### src/rtl/note_remap_table_pkg.sv
// Shared constants for the note remap table: FSM encoding, note codes and the
// one-hot default mapping used at reset and on restore.
package note_remap_table_pkg;

   localparam int MAX_NOTE_W = 32;

   localparam logic [MAX_NOTE_W-1:0] NOTE_NONE = '0;

   typedef enum logic [2:0] {
      IDLE,
      WAIT_PRESS,
      WAIT_RELEASE,
      COMMIT,
      DONE
   } state_t;

   function automatic logic [MAX_NOTE_W-1:0] default_note(input int slot);
      return MAX_NOTE_W'(1) << slot;
   endfunction

endpackage

### src/rtl/note_remap_table_key_debounce.sv
// Key debouncer: flags a key code as stable once it has been sampled unchanged
// for HOLD_CYCLES consecutive clocks.
module key_debounce #(
   parameter int NOTE_W      = 7,
   parameter int HOLD_CYCLES = 4
) (
   input  logic              clk,
   input  logic              rst_n,
   input  logic [NOTE_W-1:0] note_in,
   output logic              stable_valid,
   output logic [NOTE_W-1:0] stable_value
);

   localparam int CNT_W = $clog2(HOLD_CYCLES + 1);

   logic [NOTE_W-1:0] sample;
   logic [CNT_W-1:0]  count;

   // NOTE: sequential state uses non-blocking assignments so every register
   // sees the pre-edge values of the others.
   always_ff @(posedge clk or negedge rst_n) begin
      if (!rst_n) begin
         sample <= '0;
         count  <= '0;
      end else begin
         sample <= note_in;
         if (note_in != sample)
            count <= '0;
         else if (count != CNT_W'(HOLD_CYCLES))
            count <= count + CNT_W'(1);
      end
   end

   assign stable_valid = (count == CNT_W'(HOLD_CYCLES));
   assign stable_value = sample;

endmodule

### src/rtl/note_remap_table.sv
// Key remap table: captures one debounced press per slot into a shadow table and
// commits a complete sequence to the active table read by the playback path.
module note_remap_table
   import note_remap_table_pkg::*;
#(
   parameter  int NUM_SLOTS   = 7,
   parameter  int NOTE_W      = 7,
   parameter  int HOLD_CYCLES = 4,
   localparam int IDX_W       = $clog2(NUM_SLOTS)
) (
   input  logic              clk,
   input  logic              rst_n,
   input  logic              adjust_en,
   input  logic              cancel,
   input  logic              restore_default,
   input  logic [NOTE_W-1:0] note_in,
   input  logic [IDX_W-1:0]  lookup_idx,
   output logic [NOTE_W-1:0] lookup_note,
   output logic [IDX_W-1:0]  slot_idx,
   output logic              busy,
   output logic              done
);

   localparam logic [NOTE_W-1:0] NONE = NOTE_NONE[NOTE_W-1:0];

   logic [MAX_NOTE_W-1:0] default_wide  [NUM_SLOTS];
   logic [NOTE_W-1:0]     default_table [NUM_SLOTS];
   logic [NOTE_W-1:0]     active        [NUM_SLOTS];
   logic [NOTE_W-1:0]     shadow        [NUM_SLOTS];
   logic [NOTE_W-1:0]     cap_note;

   state_t state, state_next;

   logic              stable_valid;
   logic [NOTE_W-1:0] stable_value;

   logic load_shadow, capture, write_slot, slot_clear, slot_inc, commit, restore;

   for (genvar i = 0; i < NUM_SLOTS; i++) begin : g_default
      assign default_wide[i]  = default_note(i);
      assign default_table[i] = default_wide[i][NOTE_W-1:0];
   end

   key_debounce #(
      .NOTE_W      (NOTE_W),
      .HOLD_CYCLES (HOLD_CYCLES)
   ) u_debounce (
      .clk          (clk),
      .rst_n        (rst_n),
      .note_in      (note_in),
      .stable_valid (stable_valid),
      .stable_value (stable_value)
   );

   // NOTE: every output of this block gets a default first so no latch is inferred.
   always_comb begin
      state_next  = state;
      load_shadow = 1'b0;
      capture     = 1'b0;
      write_slot  = 1'b0;
      slot_clear  = 1'b0;
      slot_inc    = 1'b0;
      commit      = 1'b0;
      restore     = 1'b0;
      case (state)
         IDLE: begin
            restore = restore_default;
            if (adjust_en && !cancel) begin
               state_next  = WAIT_PRESS;
               load_shadow = 1'b1;
               slot_clear  = 1'b1;
            end
         end
         WAIT_PRESS: begin
            if (!adjust_en || cancel) begin
               state_next = IDLE;
               slot_clear = 1'b1;
            end else if (stable_valid && stable_value != NONE) begin
               capture    = 1'b1;
               state_next = WAIT_RELEASE;
            end
         end
         WAIT_RELEASE: begin
            if (!adjust_en || cancel) begin
               state_next = IDLE;
               slot_clear = 1'b1;
            end else if (stable_valid && stable_value == NONE) begin
               write_slot = 1'b1;
               if (slot_idx == IDX_W'(NUM_SLOTS - 1)) begin
                  state_next = COMMIT;
               end else begin
                  slot_inc   = 1'b1;
                  state_next = WAIT_PRESS;
               end
            end
         end
         COMMIT: begin
            commit     = 1'b1;
            state_next = DONE;
         end
         DONE: begin
            restore = restore_default;
            if (!adjust_en)
               state_next = IDLE;
         end
         default: state_next = IDLE;
      endcase
   end

   // NOTE: both tables are reset because the active table must hold valid
   // defaults the moment reset is released.
   always_ff @(posedge clk or negedge rst_n) begin
      if (!rst_n) begin
         state       <= IDLE;
         slot_idx    <= '0;
         cap_note    <= '0;
         lookup_note <= default_table[0];
         for (int i = 0; i < NUM_SLOTS; i++) begin
            active[i] <= default_table[i];
            shadow[i] <= default_table[i];
         end
      end else begin
         state <= state_next;

         if (slot_clear)
            slot_idx <= '0;
         else if (slot_inc)
            slot_idx <= slot_idx + IDX_W'(1);

         if (capture)
            cap_note <= stable_value;

         if (load_shadow)
            shadow <= active;
         else if (write_slot)
            shadow[slot_idx] <= cap_note;

         // Commit and restore are mutually exclusive by state, commit first.
         if (commit)
            active <= shadow;
         else if (restore)
            active <= default_table;

         if (int'(lookup_idx) < NUM_SLOTS)
            lookup_note <= active[lookup_idx];
         else
            lookup_note <= '0;
      end
   end

   assign busy = (state == WAIT_PRESS) || (state == WAIT_RELEASE) || (state == COMMIT);
   assign done = (state == COMMIT);

endmodule

### config.mk
export PLATFORM = sky130hd
export DESIGN_NAME = note_remap_table
export DESIGN_NICKNAME = d
export VERILOG_FILES = /design/src/rtl/note_remap_table_pkg.sv /design/src/rtl/note_remap_table_key_debounce.sv /design/src/rtl/note_remap_table.sv
export SDC_FILE = /design/constraint.sdc
export NUM_CORES = 1
export LEC_CHECK = 0
export CAP_MARGIN = 20
export CORE_UTILIZATION = 45
export DETAILED_ROUTE_END_ITERATION = 6
export HOLD_SLACK_MARGIN = 0.15
export PLACE_DENSITY = 0.65
export SLEW_MARGIN = 20
export SYNTH_ARGS = -nofsm -noshare
export SYNTH_HDL_FRONTEND = slang
export SYNTH_SLANG_ARGS = --single-unit
### constraint.sdc
create_clock -name clk -period 2.2 [get_ports clk]
set_input_delay 0.44 -clock clk [delete_from_list [all_inputs] [get_ports clk]]
set_output_delay 0.44 -clock clk [all_outputs]
set_load 0.03 [all_outputs]
Word-level counts from Yosys, hierarchy flattened. Index checks and enable logic that the tools add are counted.

$add $sub $neg: 2. Order comparisons: 4. Eq/ne operators: 12. Muxes and demuxes: 39. Bitwise gates (word level): 2. Reductions and logical operators: 19.

Operators by type and width (count): $mux W49 (4); $bwmux W49 (1); $mux W3 (10); $mux W7 (4); $bmux W7 S3 (1); $demux W7 S3 (1); $mux W1 (15); $pmux W3 S5 (1); $eq A3 B3 Y1 const B (3); $ne A3 B3 Y1 const B (3); $ge A4 B4 Y1 const B (2); $not A3 Y4 (2); $reduce_bool A2 Y1 (4); $logic_not A7 Y1 (1); $ne A7 B7 Y1 (1); $reduce_bool A7 Y1 (1); $add A3 B1 Y3 const B (2); $eq A3 B2 Y1 const B (2); $logic_and A1 B1 Y1 (4); $lt A4 B1 Y1 const B (1); $ne A2 B2 Y1 const B (2); $reduce_and A4 Y1 (1); $reduce_or A2 Y1 (2); $eq A3 B1 Y1 const B (1); other kinds (6) (9).

Register bits: 128. Bits of input ports: 15. Output and inout bits: 12. Logic and storage cells: 98.

Depth between registers and ports, before layout.
Word-level depth: 8. Depth in mapped cells: 9. Depth with buffers taken out: 6.

Cells and area by module. From an unflattened synthesis, not the netlist that was laid out.

Cells, all modules: 557. Area total of the unflattened synthesis: 5969.5 um2.

By module, submodules not included: note_remap_table (instances 1, cells each 525, area each 5560.3 um2); key_debounce (instances 1, cells each 32, area each 409.1 um2).

Worst setup path after synthesis. Ideal clock, no wire load.

Path type: reg-to-output. From: register state[1]. To: output done. Data arrival time: 1.642 ns. Data required time: 1.760 ns. Slack: 0.118 ns. Cell stages (with the launch flop): 6. Path buffers: 2. Cell sequence: dfrtp_1 inv_1 or3_1 clkbuf_1 inv_2 clkbuf_1.

Word-level cells in the longest chain between the ends: 1.

RTL lines: start, declared (line note_remap_table.sv:32) `state_t state, state_next;`; start signal, assigned (line note_remap_table.sv:123) `state <= state_next;`; $eq A3 B2 Y1 (line note_remap_table.sv:152) `assign done = (state == COMMIT);`; end, declared (line note_remap_table.sv:21) `output logic done`.

Every way passes these cells.

Final worst setup path. Ends and elaborated chain as after synthesis.

==> flow_summary.ini <==
[outcome]
status = complete, no violations

[floorplan]
ios = 27
fp-row-count = 41
core_area_um2 = 12700
die_x_um = 116
die_y_um = 116
start_util = 0.464
dieArea_um2 = 13500

[route]
drt-wirelength-per-cell_um = 20.3
ant_nets = 0
drtPass1Iterations = 5
drc = 0
vias = 4799
drt-total-wl_um = 16000
avgViaCountPerCell = 6.10
drt_iter0_markers = 516

[critical_path]
crit_type = reg2out
ff2ff_path_depth = 7
path_buf_inv = 4
r2r-start = state[1]
reg2reg_slack_ps = 100
critPathMaxStageDelay_ps = 400
path_depth = 5
crit_chain = inv_1 > or3_1 > inv_2 > buf_12 > buf_8
timing.critical_path.from = state[1]
start_kind = flop
worstSetupEndpointType = output port
cp_slowest_cell = or3_1
crit_fanout = 22
critPathTopFamily = buffers and inverters
worstPathRequired_ps = 1760
arrival_ps = 1690

[grt]
grt_pass1_vias = 4877
grt.total_usage = 0.258
grt-ovfl-total = 0
antenna_found_initial = 0
grt_pass1_wl_um = 26000
grt_start_max_net_pins = 57

[logic_synthesis]
ys_types = 41
synth_edf_count = 0
ys_seq_area_frac = 0.548
netlist_instances = 559
synth_area_um2 = 5880
synth_common_cells = 113 x dfrtp_1, 60 x o21ai_0, 57 x nor2_1
yosys_warnings = 0
async_flop_share = 1.00
ys.flop_type = dfrtp_1
synth.area.top_cells = dfrtp_1 48%, dfstp_2 6.7%, a22o_1 6.3%
syn_avg_cell_area_um2 = 10.5
yosys.area.top_type = dfrtp_1
synth_most_common_cell = dfrtp_1
synth_top_area_share = 0.481
syn_nets = 578
synth-seq-cells = 128

[cells_and_area]
fin_area_um2 = 7390
final_nets = 621
area_growth_pct = 25.8
drive_gt1_frac = 0.200
utilization = 0.583
antenna_cells = 0

[power_and_ir_drop]
p_leak_nw = 3.21
vdd_drop_max_v = 0.000527
p_per_area_nw_per_um2 = 858
p_total_mw = 6.34

[place]
placed_area_um2 = 6620
gp_congestion = 0.811
dpl.hpwl_um = 9440
portBuffers = 26

[sta]
setup_viol = 0
drv_slew = 0
period_share = 0.967
worst_pin_slew_ps = 1120
period_minus_slack_ps = 2130
hold_ws_ps = 488
fin_skew_ps = 7.45
slew_headroom = 0.249
rsz0062_at_grt = no
hold_viol = 0
fmax_ghz = 0.470

[worst_hold_path]
min-delay-start = shadow[28]
whs_path_depth = 1
hp-class = reg2reg

[clocking]
worst_skew_pair.late_latency_ps = 420
htreeDepth = 4
cts_tree = yes
clkTransAtPathRegs_ps = 60
clockRootBuffer = clkbuf_16
numCtsBuffers = 17
clock_path_buffers = 2
clock_sinks = 128

[run]
maxCapViolCount = 0
-- worst reg2reg max path: stages, from the launching register on --
cell and delay, ps:
dfrtp_1 390, inv_1 90, or3_1 140, inv_2 60, buf_4 140, a21oi_4 830
buf_6 240, a22o_1 140
-- worst paths after layout --
check	end
max in group asynchronous	shadow[24]
hold / removal	active[28]
setup / recovery	done
hold reg to reg	active[28]
min in group asynchronous	shadow[2]
setup reg to reg	active[14]
-- cells by family after synthesis --
family	count (synthesis)	synth area share
muxes	28	0.0656
AOI/OAI and AO/OA	218	0.229
xor gates and xnor gates	8	0.0119
adders and majority gates	4	0.00851
and+or+nand+nor	121	0.103
buffers and inverters	52	0.0336
DFF	128	0.548
-- metal layers --
metal	share of wire	wire [um]	GRT usage	vias to the layer above
li1	-	-	-	2169
met2	0.48	7660	0.404	192
met1	0.43	6920	0.349	2411
met4	0.020	327	0.101	0
met3	0.068	1090	0.0576	27
met5	0	0	0	-
-- where the power goes --
group	internal [mW]	total [mW]	switching (mW)
combinational	0.192	0.455	0.263
clock	2.29	3.33	1.03
sequential	2.49	2.56	0.0685
total	4.98	6.34	1.36
-- final cells by class --
class | instances | area, um^2
sequential | 128 | 3220
tap | 172 | 215
fill | 1062 | 5280
timing repair buffer | 70 | 761
clock inverter | 11 | 233
inverter | 6 | 22.5
clock buffer | 21 | 460
multi-input combinational | 379 | 2480
-- flip-flops by register name, summed over array words and instances (netlist names) --
| name | count |
|---|---|
| active | 49 |
| shadow | 49 |
| cap_note | 7 |
| lookup_note | 7 |
| u_debounce.stable_value | 7 |
| slot_idx | 3 |
| state | 3 |
| u_debounce.count | 3 |
-- what timing repair did --
| action | 4_1_cts | 5_1_grt |
|---|---|---|
| setup buffers | 3 | 0 |
| gates resized for setup | 2 | 4 |
| hold endpoints to repair | 31 | 0 |
| setup endpoints to repair | 3 | 10 |
| cloned | 1 | 0 |
| hold buffers | 1 | 0 |
-- cells in the final DEF, fill, tap and decap left out, types with 2 or more instances in the layout --
master / count
and4_1: 3
a22o_1: 42
nor2b_1: 4
nand2_1: 17
buf_12: 11
mux2_2: 14
nor2_1: 56
xnor2_1: 4
o22a_1: 7
ha_1: 4
xor2_1: 4
clkbuf_16: 17
clkbuf_1: 2
nor4_2: 2
inv_1: 5
nand3_1: 2
a31oi_1: 50
clkinv_2: 3
dfstp_2: 15
or4_1: 2
buf_4: 31
clkbuf_8: 2
or3_1: 4
dfrtp_1: 112
nand4_1: 4
mux4_2: 7
clkdlybuf4s50_1: 23
or3b_2: 3
nor3_1: 4
mux2i_1: 7
nor4_1: 2
bufinv_16: 7
a21oi_1: 55
o21ai_0: 60
and3_1: 9
-- metrics by stage --
step / setup TNS [ps] / cells / setup WS, ps
after floorplan: 0 / 559 / 118
after global placement: -4780 / 750 / -208
after detailed placement: -7910 / 750 / -272
after CTS: 0 / 787 / 35.9
after global routing: 0 / 787 / 2.72
final: 0 / 787 / 73.4
Note: power is estimated with default switching activity, not from simulation.
